File: src/rtl/time_stamp_sync_master_if.sv
// Time-stamp sync bundle between the master, its host and the slave time-stamp counters.
interface time_stamp_sync_master_if;
  logic        i_set_valid;
  logic [63:0] i_set_time;
  logic        o_set_ready;
  logic        i_sync_en;
  logic        o_time_stamp_sig;
  logic [63:0] o_time_stamp_set;
  logic [63:0] o_time_now;
  logic        o_synced;
  logic [15:0] o_sync_cnt;

  // Master view: receives host requests, drives time base and sync pulse.
  modport master (
    input  i_set_valid, i_set_time, i_sync_en,
    output o_set_ready, o_time_stamp_sig, o_time_stamp_set,
           o_time_now, o_synced, o_sync_cnt
  );

  // Host / observer view.
  modport slave (
    output i_set_valid, i_set_time, i_sync_en,
    input  o_set_ready, o_time_stamp_sig, o_time_stamp_set,
           o_time_now, o_synced, o_sync_cnt
  );
endinterface

File: src/rtl/time_stamp_sync_master.sv
// Time-stamp sync master: keeps the 64-bit seconds.fraction time base, accepts
// host time-set requests and emits one-cycle load pulses (set-origin or periodic)
// that every slave time-stamp counter applies on the same edge as the master.
module time_stamp_sync_master #(
  parameter int unsigned CLK_PER_US     = 50,
  parameter logic [63:0] US_INC         = 64'd4295,
  parameter int unsigned SYNC_PERIOD_US = 16000000
) (
  input  logic                            i_clk_50m,
  input  logic                            i_rst,
  time_stamp_sync_master_if.master        ts
);

  localparam int unsigned PW = (CLK_PER_US > 1) ? $clog2(CLK_PER_US) : 1;
  localparam int unsigned CW = $clog2(SYNC_PERIOD_US);
  localparam logic [PW-1:0] PRESC_LAST  = PW'(CLK_PER_US - 1);
  localparam logic [CW-1:0] PERIOD_LAST = CW'(SYNC_PERIOD_US - 1);

  typedef enum logic [1:0] {
    S_IDLE = 2'd0,
    S_RUN  = 2'd1,
    S_SYNC = 2'd2
  } state_e;

  state_e        state_q,      state_d;
  logic [PW-1:0] presc_q,      presc_d;
  logic [CW-1:0] period_q,     period_d;
  logic [63:0]   time_now_q,   time_now_d;
  logic          pend_valid_q, pend_valid_d;
  logic [63:0]   pend_time_q,  pend_time_d;
  logic [63:0]   stamp_set_q,  stamp_set_d;
  logic          synced_q,     synced_d;
  logic [15:0]   sync_cnt_q,   sync_cnt_d;

  logic        us_tick;
  logic        per_fire;
  logic        set_ready;
  logic        set_fire;
  logic        set_pending;
  logic [63:0] pend_value;
  logic [63:0] time_inc;

  // Handshake and tick decode shared by the FSM and the datapath.
  always_comb begin
    us_tick     = (presc_q == PRESC_LAST);
    time_inc    = time_now_q + US_INC;
    set_ready   = !pend_valid_q && (state_q != S_SYNC);
    set_fire    = ts.i_set_valid && set_ready;
    // A request accepted this cycle already counts as pending, so it can win
    // against a periodic request firing in the same cycle.
    set_pending = pend_valid_q || set_fire;
    pend_value  = pend_valid_q ? pend_time_q : ts.i_set_time;
    per_fire    = (state_q == S_RUN) && ts.i_sync_en && us_tick &&
                  (period_q == PERIOD_LAST);
  end

  // State register.
  always_ff @(posedge i_clk_50m or posedge i_rst) begin
    if (i_rst) begin
      state_q <= S_IDLE;
    end else begin
      // NOTE: flops update with <= so every register samples pre-edge values.
      state_q <= state_d;
    end
  end

  // Next-state logic: set requests beat periodic requests; S_SYNC lasts one cycle.
  always_comb begin
    // NOTE: default assignment first so no path leaves state_d unassigned (no latch).
    state_d = state_q;
    case (state_q)
      S_IDLE:  if (set_pending) state_d = S_SYNC;
      S_RUN:   if (set_pending || per_fire) state_d = S_SYNC;
      S_SYNC:  state_d = S_RUN;
      default: state_d = S_IDLE;
    endcase
  end

  // Datapath next values: prescaler, time base, period counter, pending set, load value.
  always_comb begin
    presc_d      = us_tick ? '0 : presc_q + PW'(1);
    time_now_d   = us_tick ? time_inc : time_now_q;
    period_d     = period_q;
    pend_valid_d = pend_valid_q;
    pend_time_d  = pend_time_q;
    stamp_set_d  = stamp_set_q;
    synced_d     = synced_q;
    sync_cnt_d   = sync_cnt_q;

    if ((state_q == S_RUN) && ts.i_sync_en && us_tick) begin
      period_d = (period_q == PERIOD_LAST) ? '0 : period_q + CW'(1);
    end

    if (set_fire) begin
      pend_valid_d = 1'b1;
      pend_time_d  = ts.i_set_time;
    end

    // Capture the load value on entry to S_SYNC; held stable until the next pulse.
    if ((state_q != S_SYNC) && (state_d == S_SYNC)) begin
      stamp_set_d = set_pending ? pend_value : time_inc;
    end

    // End of the pulse cycle: master loads exactly what the slaves load, and
    // restarts its prescaler so both ends tick in phase.
    if (state_q == S_SYNC) begin
      time_now_d   = stamp_set_q;
      presc_d      = '0;
      period_d     = '0;
      sync_cnt_d   = sync_cnt_q + 16'd1;
      pend_valid_d = 1'b0;
      synced_d     = synced_q || pend_valid_q;
    end
  end

  // Datapath registers.
  always_ff @(posedge i_clk_50m or posedge i_rst) begin
    if (i_rst) begin
      presc_q      <= '0;
      period_q     <= '0;
      time_now_q   <= '0;
      pend_valid_q <= 1'b0;
      pend_time_q  <= '0;
      stamp_set_q  <= '0;
      synced_q     <= 1'b0;
      sync_cnt_q   <= '0;
    end else begin
      presc_q      <= presc_d;
      period_q     <= period_d;
      time_now_q   <= time_now_d;
      pend_valid_q <= pend_valid_d;
      pend_time_q  <= pend_time_d;
      stamp_set_q  <= stamp_set_d;
      synced_q     <= synced_d;
      sync_cnt_q   <= sync_cnt_d;
    end
  end

  // Outputs: pulse is a decode of the registered state, so it is glitch-free.
  always_comb begin
    ts.o_set_ready      = set_ready;
    ts.o_time_stamp_sig = (state_q == S_SYNC);
    ts.o_time_stamp_set = stamp_set_q;
    ts.o_time_now       = time_now_q;
    ts.o_synced         = synced_q;
    ts.o_sync_cnt       = sync_cnt_q;
  end

endmodule

File: src/flat_wrapper.sv
// flat-port wrapper written by rule: the top's interface ports become plain ports
module time_stamp_sync_master_flat 
#(
  parameter int unsigned CLK_PER_US     = 50,
  parameter logic [63:0] US_INC         = 64'd4295,
  parameter int unsigned SYNC_PERIOD_US = 16000000
)
  (i_clk_50m, i_rst, ts_i_set_valid, ts_i_set_time, ts_i_sync_en, ts_o_set_ready, ts_o_time_stamp_sig, ts_o_time_stamp_set, ts_o_time_now, ts_o_synced, ts_o_sync_cnt);
  time_stamp_sync_master_if ts_i ();
  input  logic i_clk_50m;
  input  logic i_rst;
  input wire logic [$bits(ts_i.i_set_valid)-1:0] ts_i_set_valid;
  input wire logic [$bits(ts_i.i_set_time)-1:0] ts_i_set_time;
  input wire logic [$bits(ts_i.i_sync_en)-1:0] ts_i_sync_en;
  output wire logic [$bits(ts_i.o_set_ready)-1:0] ts_o_set_ready;
  output wire logic [$bits(ts_i.o_time_stamp_sig)-1:0] ts_o_time_stamp_sig;
  output wire logic [$bits(ts_i.o_time_stamp_set)-1:0] ts_o_time_stamp_set;
  output wire logic [$bits(ts_i.o_time_now)-1:0] ts_o_time_now;
  output wire logic [$bits(ts_i.o_synced)-1:0] ts_o_synced;
  output wire logic [$bits(ts_i.o_sync_cnt)-1:0] ts_o_sync_cnt;
  assign ts_i.i_set_valid = ts_i_set_valid;
  assign ts_i.i_set_time = ts_i_set_time;
  assign ts_i.i_sync_en = ts_i_sync_en;
  assign ts_o_set_ready = ts_i.o_set_ready;
  assign ts_o_time_stamp_sig = ts_i.o_time_stamp_sig;
  assign ts_o_time_stamp_set = ts_i.o_time_stamp_set;
  assign ts_o_time_now = ts_i.o_time_now;
  assign ts_o_synced = ts_i.o_synced;
  assign ts_o_sync_cnt = ts_i.o_sync_cnt;
  time_stamp_sync_master #(.CLK_PER_US(CLK_PER_US), .US_INC(US_INC), .SYNC_PERIOD_US(SYNC_PERIOD_US)) u_core (.i_clk_50m(i_clk_50m), .i_rst(i_rst), .ts(ts_i));
endmodule
File: config.mk
export PLATFORM = sky130hd
export DESIGN_NAME = time_stamp_sync_master_flat
export DESIGN_NICKNAME = d
export VERILOG_FILES = /design/src/rtl/time_stamp_sync_master_if.sv /design/src/rtl/time_stamp_sync_master.sv /design/src/flat_wrapper.sv
export SDC_FILE = /design/constraint.sdc
export NUM_CORES = 1
export LEC_CHECK = 0
export ABC_AREA = 1
export ABC_CLOCK_PERIOD_IN_PS = 23900
export CAP_MARGIN = 5
export CORE_ASPECT_RATIO = 1.25
export CORE_MARGIN = 2
export CORE_UTILIZATION = 59
export CTS_CLUSTER_DIAMETER = 100
export DETAILED_ROUTE_END_ITERATION = 10
export HOLD_SLACK_MARGIN = 0.12
export PLACE_DENSITY = 0.86
export SLEW_MARGIN = 20
export SYNTH_ARGS = -nofsm -noshare
export SYNTH_HDL_FRONTEND = slang
export SYNTH_SLANG_ARGS = --single-unit
File: constraint.sdc
create_clock -name i_clk_50m -period 23.9 [get_ports i_clk_50m]
set_clock_uncertainty 0.1 [all_clocks]
set_input_delay 2.39 -clock i_clk_50m [delete_from_list [all_inputs] [get_ports i_clk_50m]]
set_output_delay 2.39 -clock i_clk_50m [all_outputs]
set_load 0.005 [all_outputs]
== Word-level counts from Yosys, hierarchy flattened ==
Cells that the tools add are included.
W data, S select, Z words.
Word-level totals
  flip-flop bits (word level): 242
  bits in latches: 0
  bits in writable memories: 0
  memory bits (read-only): 0
  output and inout port bits: 147
  logic and storage cells: 47
  memories: 0
Cells by class
  $add $sub $neg: 4
  multiply operators: 0
  div/mod/pow operators: 0
  order comparisons: 0
  equality and inequality tests: 6
  shift-type cells: 0
  multiplexer cells: 14
  bitwise operators: 0
  reduce and logical (&&, ||, !) cells: 14
Operators by type and width (number)
  $mux W64: 4
  $mux W24: 3
  $add A64 B13 Y64 const B: 1
  $add A24 B1 Y24 const B: 1
  $eq A24 B24 Y1 const B: 1
  $add A16 B1 Y16 const B: 1
  $mux W6: 2
  $add A6 B1 Y6 const B: 1
  $eq A6 B6 Y1 const B: 1
  $logic_and A1 B1 Y1: 6
  $pmux W2 S3: 1
  $reduce_bool A2 Y1: 3
  $eq A2 B2 Y1 const B: 2
  $mux W2: 2
  $logic_or A1 B1 Y1: 3
  $eq A2 B1 Y1 const B: 1
  $logic_not A2 Y1: 1
  $mux W1: 2
  $ne A2 B2 Y1 const B: 1
  $logic_not A1 Y1: 1

== Logic depth before layout (Yosys ltp) ==
Gate-level depths: netlist of run 1.
  word-level depth: 9
  depth in mapped cells: 14
  mapped depth without buffers: 14

== Worst setup path before layout of run 1 ==
OpenSTA, ideal clock, no wires.
  path type: register -> output
  start: register u_core.state_q[0]
  end: output port ts_o_time_stamp_sig
  arrival: 1.215 ns
  required time: 21.410 ns
  path slack: 20.195 ns
  cell stages (with the launch flop): 4
  path buffers: 2
  cell sequence: dfrtp_1 -> nor2_4 -> clkbuf_1 -> clkbuf_1
Between the ends
  longest elaborated chain between the ends: 1
Ends and longest elaborated chain
  start, declared: line time_stamp_sync_master.sv:25  | state_e state_q, state_d;
  start signal, assigned: line time_stamp_sync_master.sv:63  | state_q <= state_d;
  $eq A2 B2 Y1: line time_stamp_sync_master.sv:142  | ts.o_time_stamp_sig = (state_q == S_SYNC);
  end, declared: line flat_wrapper.sv:16  | output wire logic [$bits(ts_i.o_time_stamp_sig)-1:0] ts_o_time_stamp_sig;
No other way between the ends.

== Final worst setup path of run 1 ==
Ends and elaborated chain as after synthesis.

==> flow_metrics.env, run 1 <==
export IMPL_status="finished clean"
export IMPL_drc=0
export IMPL_ff2ff_setup_slack_ns=19.57
export IMPL_cts_hold_buf=0
export IMPL_syn_inst=1963
export IMPL_cts_tree="done"
export IMPL_drt_iter0_drc=1298
export IMPL_via_per_inst=5.89
export IMPL_dieArea_um2=24900
export IMPL_worstHoldPathType="register to register"
export IMPL_rows=62
export IMPL_dp_hpwl_um=35600
export IMPL_tightest_slew_ns=1.09
export IMPL_syn_nets=2036
export IMPL_design_area_um2=17000
export IMPL_synth_edf_count=0
export IMPL_wirelength_um=49000
export IMPL_p_leak_nw=7.78
export IMPL_ys_top_cells_by_area="dfrtp_1 43%, nand2_1 17%, nor2_1 7.7%"
export IMPL_powerDensity_nw_per_um2=134
export IMPL_post_route_cells_drive_above_1_share=0.0580
export IMPL_drv_slew=0
export IMPL_yosys_warnings=0
export IMPL_path_class="register to primary output"
export IMPL_yosys_area_top_type="dfrtp_1"
export IMPL_synthArstFlopShare=1.00
export IMPL_rr_worst_depth=10
export IMPL_grt_usage=0.396
export IMPL_drv_cap=0
export IMPL_post_cts_buffers=0
export IMPL_worstPathArrival_ns=2.97
export IMPL_max_freq_ghz=0.183
export IMPL_io_pins=215
export IMPL_setup_viol=0
export IMPL_die_h_um=176
export IMPL_ys_seq_area_frac=0.435
export IMPL_firstDrtPassIters=6
export IMPL_numPortBuffers=214
export IMPL_fp_dieW_um=141
export IMPL_worstPathRequired_ns=21.41
export IMPL_num_antenna_cells=0
export IMPL_cts_buffers=25
export IMPL_grt_max_degree=99
export IMPL_synth_area_per_cell_um2=7.10
export IMPL_clock_sinks=242
export IMPL_grt_overflow_total=0
export IMPL_synth_top_area_frac=0.435
export IMPL_ant_nets=0
export IMPL_synth_area_um2=13900
export IMPL_mostFrequentLayoutCells="647 x nand2_1, 285 x nor2_1, 242 x dfrtp_1"
export IMPL_holdPathStages=1
export IMPL_crit_path_end_kind="primary output"
export IMPL_syn_to_final_growth_pct=21.8
export IMPL_period_needed_ns=5.46
export IMPL_final_nets=2213
export IMPL_place_area_um2=16100
export IMPL_ir_worst_vdd_uv=96.3
export IMPL_grt_pass1_wl_um=76800
export IMPL_yosys_register_bits=242
export IMPL_grt_antenna_before_repair=1
export IMPL_wl_per_cell_um=20.1
export IMPL_slew_limit_headroom=0.274
export IMPL_clk_latency_ns=0.55
export IMPL_grt_pass1_vias=14500
export IMPL_min_period_over_period=0.228
export IMPL_synthFlopType="dfrtp_1"
export IMPL_via_count=14400
export IMPL_core_area_um2=23100
export IMPL_tns_ns=0
export IMPL_ctsResizeCount=0
export IMPL_gp_congestion=0.978
export IMPL_start_util=0.603
export IMPL_rsz0062_at_grt="false"
export IMPL_crit_fanout=42
export IMPL_clockBufferDepth=3
export IMPL_htree_num_levels=1
export IMPL_startpoint_type="register"
export IMPL_layout_commonest_cell="nand2_1"
export IMPL_root_buffer="clkbuf_16"
export IMPL_path_clk_slew_ns=0.06
export IMPL_hold_viol_final=0
export IMPL_synth_cell_type_count=47
-- flip-flops by register name (all words and copies together) (netlist names) --
name                        cells
u_core.pend_time_q             64
u_core.ts.o_time_now           64
u_core.ts.o_time_stamp_set     64
u_core.period_q                24
u_core.ts.o_sync_cnt           16
u_core.presc_q                  6
u_core.state_q                  2
u_core.pend_valid_q             1
u_core.ts.o_synced              1
-- power by group --
group	internal [W]	leakage, nW	total, W	switching (W)
Combinational	0.000441	4.40	0.00107	0.000626
Clock	0.000239	0.402	0.000410	0.000171
Sequential	0.000588	2.98	0.000805	0.000218
Total	0.00127	7.78	0.00228	0.00101
-- Yosys cell counts (12+ instances only) --
master	count
inv_1	169
inv_2	12
dfrtp_1	242
clkbuf_1	29
a21oi_1	114
nand2_1	648
o21ai_0	61
xor2_1	30
nor2_2	15
nor2_1	287
nand3_1	115
buf_2	26
nand4_1	35
o211ai_1	43
o221ai_1	12
nand2_2	27
-- area by class of cell --
cell class	count	area (um2)
timing repair buffer	224	2220
multi-input combinational	1464	6820
inverter	183	696
clock inverter	10	160
sequential	242	6060
fill	1799	6140
tap	288	360
clock buffer	34	669
-- cells by family (layout without fill, tap and decap cells) --
logic type / count (synthesis) / count (layout) / share of synthesized area
AND/OR/NAND/NOR: 1155 / 1155 / 0.344
AO/OA/AOI/OAI: 260 / 260 / 0.110
buffers and inverters: 257 / 451 / 0.0772
flip-flops: 242 / 242 / 0.435
XOR/XNOR: 44 / 44 / 0.0293
adder cells (fa/ha/maj): 5 / 5 / 0.00449
-- metrics by stage --
| step | hold slack [ns] | instances | power (W) | worst slack (ns) | util |
|---|---|---|---|---|---|
| 2_1_floorplan | 0.344 | 1963 | 0.00137 | 14.77 | - |
| 3_3_place_gp | 0.358 | 2401 | 0.00179 | 18.77 | 0.699 |
| 3_5_place_dp | 0.364 | 2401 | 0.00184 | 18.69 | 0.699 |
| 4_1_cts | 0.378 | 2445 | 0.00226 | 18.52 | 0.734 |
| 5_1_grt | 0.387 | 2445 | 0.00242 | 18.43 | 0.735 |
| 6_report | 0.374 | 2445 | 0.00228 | 18.44 | 0.735 |
-- critical path, stage by stage, from the launching register on --
cell and delay, ns:
dfrtp_1 0.45, nor2_4 0.73, buf_4 0.58, clkdlybuf4s50_1 0.62
-- worst paths after layout --
path,from,to
max,u_core.state_q[0]$_DFF_PP0_,ts_o_time_stamp_sig
min,u_core.ts.o_sync_cnt[15]$_DFFE_PP0P_,u_core.ts.o_sync_cnt[15]$_DFFE_PP0P_
max reg2reg,u_core.state_q[0]$_DFF_PP0_,u_core.ts.o_time_stamp_set[37]$_DFFE_PP0P_
min reg2reg,u_core.ts.o_sync_cnt[15]$_DFFE_PP0P_,u_core.ts.o_sync_cnt[15]$_DFFE_PP0P_
max in group asynchronous,i_rst,u_core.ts.o_time_now[21]$_DFFE_PP0P_
min in group asynchronous,i_rst,u_core.pend_time_q[39]$_DFFE_PP0P_
-- metal layers --
| layer | up-vias | routed length, um | global-route usage | part of all wire |
|---|---|---|---|---|
| met3 | 188 | 3720 | 0.0581 | 0.076 |
| li1 | 6640 | - | - | - |
| met5 | - | 13 | 0 | 0.00027 |
| met2 | 777 | 24300 | 0.693 | 0.50 |
| met4 | 2 | 3220 | 0.228 | 0.066 |
| met1 | 6782 | 17800 | 0.464 | 0.36 |
Power figures use the tool's default switching activity.
==> run 2: changes to the inputs <==
Settings changed: ABC_CLOCK_PERIOD_IN_PS 23900 to 5400, CORE_UTILIZATION 59 to 55, PLACE_DENSITY 0.86 to 0.81.
Clock period 23.9 ns to 5.4 ns, I/O delays scaled along.
==> flow_metrics.env, run 2 (same netlist as run 1, synthesis figures left out) <==
export IMPL_status="finished clean"
export IMPL_min_period_over_period=0.651
export IMPL_layout_commonest_cell="nand2_1"
export IMPL_clockBufferDepth=3
export IMPL_cts_tree="done"
export IMPL_crit_fanout=52
export IMPL_num_antenna_cells=0
export IMPL_grt_overflow_total=0
export IMPL_r2r_start="u_core.presc_q[1]$_DFF_PP0_"
export IMPL_period_needed_ns=3.51
export IMPL_cts_hold_buf=0
export IMPL_fp_dieW_um=146
export IMPL_powerDensity_nw_per_um2=593
export IMPL_final_nets=2214
export IMPL_die_h_um=182
export IMPL_ctsResizeCount=0
export IMPL_clk_latency_ns=0.56
export IMPL_setup_viol=0
export IMPL_via_per_inst=5.65
export IMPL_crit_path_end_kind="register"
export IMPL_mostFrequentLayoutCells="647 x nand2_1, 285 x nor2_1, 242 x dfrtp_1"
export IMPL_drv_cap=0
export IMPL_numPortBuffers=214
export IMPL_grt_pass1_vias=14100
export IMPL_slew_limit_headroom=0.278
export IMPL_drt_iter0_drc=1013
export IMPL_io_pins=215
export IMPL_tightest_slew_ns=1.08
export IMPL_clock_power_share=0.189
export IMPL_seqPwrFrac=0.350
export IMPL_clock_sinks=242
export IMPL_ff2ff_setup_slack_ns=1.89
export IMPL_hold_viol_final=0
export IMPL_dp_hpwl_um=35000
export IMPL_rsz0062_at_grt="false"
export IMPL_grt_max_degree=132
export IMPL_via_count=14100
export IMPL_post_cts_buffers=0
export IMPL_max_freq_ghz=0.285
export IMPL_multi_input_area_um2=6820
export IMPL_grt_usage=0.360
export IMPL_dieArea_um2=26600
export IMPL_ant_nets=0
export IMPL_ir_worst_vdd_uv=398
export IMPL_grt_pass1_wl_um=75700
export IMPL_syn_to_final_growth_pct=23.1
export IMPL_core_area_um2=25000
export IMPL_post_route_cells_drive_above_1_share=0.0629
export IMPL_drv_slew=0
export IMPL_switching_share=0.442
export IMPL_gp_congestion=1.00
export IMPL_wl_per_cell_um=19.3
export IMPL_p_switching_w=0.00449
export IMPL_root_buffer="clkbuf_16"
export IMPL_path_clk_slew_ns=0.06
export IMPL_worstPathArrival_ns=3.85
export IMPL_worstReg2RegEnd="u_core.ts.o_time_stamp_set[63]$_DFFE_PP0P_"
export IMPL_startpoint_type="register"
export IMPL_htree_num_levels=1
export IMPL_rows=65
export IMPL_finalPower_w=0.0102
export IMPL_combPwrFrac=0.461
export IMPL_cts_buffers=26
export IMPL_wirelength_um=48100
export IMPL_worstHoldPathType="input pin to asynchronous set/reset pin"
export IMPL_tns_ns=0
export IMPL_worstPathRequired_ns=5.74
export IMPL_firstDrtPassIters=5
export IMPL_power_internal_w=0.00567
export IMPL_p_leak_nw=7.83
export IMPL_seqCellArea_um2=6060
export IMPL_rr_worst_depth=9
export IMPL_fillers=2135
export IMPL_grt_antenna_before_repair=0
export IMPL_start_util=0.556
export IMPL_drc=0
export IMPL_path_class="register to register"
==> run 2: changes by cell type in the layout (fill, tap and decap cells not counted), moves of 2 or more <==
cell	before	now
clkinv_4	1	3
clkinvlp_4	1	5
clkbuf_1	8	1
buf_4	10	8
clkinv_2	4	8
buf_12	0	2
==> run 2: area by class of cell <==
type / count / area share
clock buffers: 29 / 0.0398
clock inverters: 19 / 0.0141
inverters: 183 / 0.0403
multi-input cells: 1464 / 0.397
flip-flops and latches: 242 / 0.353
well taps: 335 / 0.0244
repair buffers: 224 / 0.131
==> run 2: per-stage QoR <==
step                      utilization  instances  setup WS (ns)  cell area, um2  hold WS [ns]
after floorplan                     -       1963           1.58           13900         0.344
after global routing            0.685       2496           1.70           17100         0.161
after CTS                       0.685       2496           1.92           17100         0.149
after detailed placement        0.648       2448           1.83           16200         0.361
after global placement          0.648       2448           1.91           16200         0.357
final                           0.685       2496           1.89           17100         0.151
==> run 2: worst max path at each step <==
| stage | start | slack (ns) | to | cells after the start |
|---|---|---|---|---|
| after global routing | u_core.presc_q[1]$_DFF_PP0_ | 1.70 | u_core.ts.o_time_stamp_set[63]$_DFFE_PP0P_ | 9 |
| after detailed placement | ts_i_sync_en | 1.83 | u_core.ts.o_time_stamp_set[17]$_DFFE_PP0P_ | 8 |
| final | u_core.presc_q[1]$_DFF_PP0_ | 1.89 | u_core.ts.o_time_stamp_set[63]$_DFFE_PP0P_ | 9 |
| after global placement | ts_i_sync_en | 1.91 | u_core.ts.o_time_stamp_set[32]$_DFFE_PP0P_ | 8 |
| after floorplan | i_rst | 1.58 | u_core.pend_time_q[0]$_DFFE_PP0P_ | 1 |
| after CTS | u_core.presc_q[1]$_DFF_PP0_ | 1.92 | u_core.ts.o_time_stamp_set[63]$_DFFE_PP0P_ | 9 |
==> run 2: power groups by stage <==
stage	registers (W)	logic [W]	clock network, W
CTS	0.00352	0.00468	0.00192
finish	0.00356	0.00468	0.00192
detailed placement	0.00354	0.00463	0
floorplan	0.00325	0.00279	0
global placement	0.00353	0.00450	0
global route	0.00363	0.00516	0.00201
==> run 2: worst max-delay path, cell delays in order, from the launching register on <==
cell and delay (ns):
dfrtp_1 0.40, inv_1 0.06, ha_1 0.14, nand4_1 0.27, nor2_2 0.37, nand3_2 0.13
nand2_2 0.77, inv_2 0.68, nor2_1 0.33, a21oi_1 0.11
==> run 2: routing by layer <==
metal,wire [um],track usage
met5,0,0
met4,2290,0.162
met3,3190,0.0495
met2,24500,0.650
met1,18100,0.428
==> run 3: changes to the inputs <==
Settings changed: ABC_CLOCK_PERIOD_IN_PS 5400 to 3700.
Clock period 5.4 ns to 3.7 ns, I/O delays scaled along.
==> flow_metrics.env, run 3 (same netlist as run 1, synthesis figures left out) <==
export IMPL_power_internal_w=0.00817
export IMPL_drt_iter0_drc=998
export IMPL_grt_pass1_vias=14100
export IMPL_dp_slack_ns=0.947
export IMPL_hold_viol_final=0
export IMPL_final_nets=2223
export IMPL_cts_buffers=26
export IMPL_clockBufferDepth=3
export IMPL_numPortBuffers=214
export IMPL_num_antenna_cells=0
export IMPL_combPwrFrac=0.468
export IMPL_ff2ff_setup_slack_ns=1.00
export IMPL_mostFrequentLayoutCells="647 x nand2_1, 285 x nor2_1, 242 x dfrtp_1"
export IMPL_clock_sinks=242
export IMPL_ant_nets=0
export IMPL_drc=0
export IMPL_grt_max_degree=114
export IMPL_setup_viol=0
export IMPL_path_clk_slew_ns=0.06
export IMPL_worstReg2RegEnd="u_core.ts.o_time_stamp_set[49]$_DFFE_PP0P_"
export IMPL_cts_tree="done"
export IMPL_seqPwrFrac=0.354
export IMPL_worstHoldPathType="input pin to asynchronous set/reset pin"
export IMPL_grt_overflow_total=0
export IMPL_switching_share=0.441
export IMPL_path_class="register to register"
export IMPL_tns_ns=0
export IMPL_placed_cells=2456
export IMPL_rr_worst_depth=9
export IMPL_fp_dieW_um=146
export IMPL_drv_cap=0
export IMPL_start_util=0.556
export IMPL_via_per_inst=5.59
export IMPL_grt_usage=0.359
export IMPL_post_cts_buffers=0
export IMPL_fin_cells=2504
export IMPL_layout_setup_ws_ns=1.00
export IMPL_crit_fanout=82
export IMPL_final_core_util=0.687
export IMPL_ctsResizeCount=0
export IMPL_finalPower_w=0.0146
export IMPL_grt_antenna_before_repair=0
export IMPL_rows=65
export IMPL_tightest_slew_ns=1.05
export IMPL_wirelength_um=47400
export IMPL_core_area_um2=25000
export IMPL_dp_hpwl_um=34900
export IMPL_powerDensity_nw_per_um2=850
export IMPL_firstDrtPassIters=8
export IMPL_crit_path_end_kind="register"
export IMPL_cts_hold_buf=0
export IMPL_syn_to_final_growth_pct=23.4
export IMPL_r2r_start="u_core.presc_q[1]$_DFF_PP0_"
export IMPL_via_count=14000
export IMPL_post_route_cells_drive_above_1_share=0.0641
export IMPL_io_pins=215
export IMPL_max_freq_ghz=0.371
export IMPL_rsz0062_at_grt="false"
export IMPL_min_period_over_period=0.729
export IMPL_grt_pass1_wl_um=75600
export IMPL_clock_power_share=0.177
export IMPL_clk_latency_ns=0.54
export IMPL_htree_num_levels=1
export IMPL_gp_congestion=0.967
export IMPL_layout_commonest_cell="nand2_1"
export IMPL_worstPathRequired_ns=4.06
export IMPL_drv_slew=0
export IMPL_worstPathArrival_ns=3.06
export IMPL_p_switching_w=0.00645
export IMPL_period_needed_ns=2.70
export IMPL_dieArea_um2=26600
export IMPL_startpoint_type="register"
export IMPL_p_leak_nw=7.86
export IMPL_slew_limit_headroom=0.299
export IMPL_ir_worst_vdd_uv=634
export IMPL_die_h_um=182
export IMPL_root_buffer="clkbuf_16"
export IMPL_wl_per_cell_um=18.9
export IMPL_status="finished clean"
[run 3: changes by cell type in the layout (fill, tap and decap cells not counted), sizes merged]
cell | previous run | this run
clkinv | 13 | 5
inv | 180 | 181
buf | 10 | 19
clkbuf | 29 | 41
bufinv | 4 | 0
clkinvlp | 5 | 3
[run 3: per-stage QoR]
stage	area (um2)	hold WS [ns]
2_1_floorplan	13900	0.344
3_3_place_gp	16300	0.356
3_5_place_dp	16300	0.365
4_1_cts	17200	0.224
5_1_grt	17200	0.257
6_report	17200	0.204
[run 3: power by group through the flow]
stage / Combinational, W / Sequential, W / Clock [W]
after floorplan: 0.00407 / 0.00475 / 0
after global routing: 0.00759 / 0.00529 / 0.00272
after global placement: 0.00656 / 0.00514 / 0
after CTS: 0.00680 / 0.00514 / 0.00261
after detailed placement: 0.00674 / 0.00515 / 0
final: 0.00684 / 0.00518 / 0.00259
[run 3: how the worst max path moves through the flow]
stage	from	cells after the start	end	slack (ns)
2_1_floorplan	i_rst	1	u_core.pend_time_q[0]$_DFFE_PP0P_	0.05
3_3_place_gp	ts_i_sync_en	7	u_core.ts.o_time_stamp_set[14]$_DFFE_PP0P_	0.98
3_5_place_dp	ts_i_sync_en	7	u_core.ts.o_time_stamp_set[16]$_DFFE_PP0P_	0.95
4_1_cts	u_core.presc_q[1]$_DFF_PP0_	9	u_core.ts.o_time_stamp_set[58]$_DFFE_PP0P_	1.06
5_1_grt	u_core.presc_q[1]$_DFF_PP0_	9	u_core.ts.o_time_stamp_set[45]$_DFFE_PP0P_	0.83
6_report	u_core.presc_q[1]$_DFF_PP0_	9	u_core.ts.o_time_stamp_set[49]$_DFFE_PP0P_	1.00
[run 3: layer usage]
layer,vias to the layer above,wire length [um],global-route usage
met1,6653,18200,0.434
met3,126,3130,0.0538
met4,0,2220,0.155
met2,550,23900,0.638
li1,6660,-,-
met5,-,0,0
[run 3: cell type report]
class,count,area (um2)
fillers,2209,7850
multi-input cells,1464,6820
flip-flops and latches,242,6060
repair buffers,233,2370
clock buffers,41,797
inverters,183,692
well taps,335,419
clock inverters,6,50.0
[run 3: critical path: stages (launching register included)]
cell and delay [ns]:
dfrtp_1 0.39, inv_1 0.07, ha_1 0.14, nand4_1 0.21, nor2_2 0.35, nand3_2 0.18
nand2_2 0.11, buf_4 0.68, nor2_1 0.13, a21oi_1 0.15
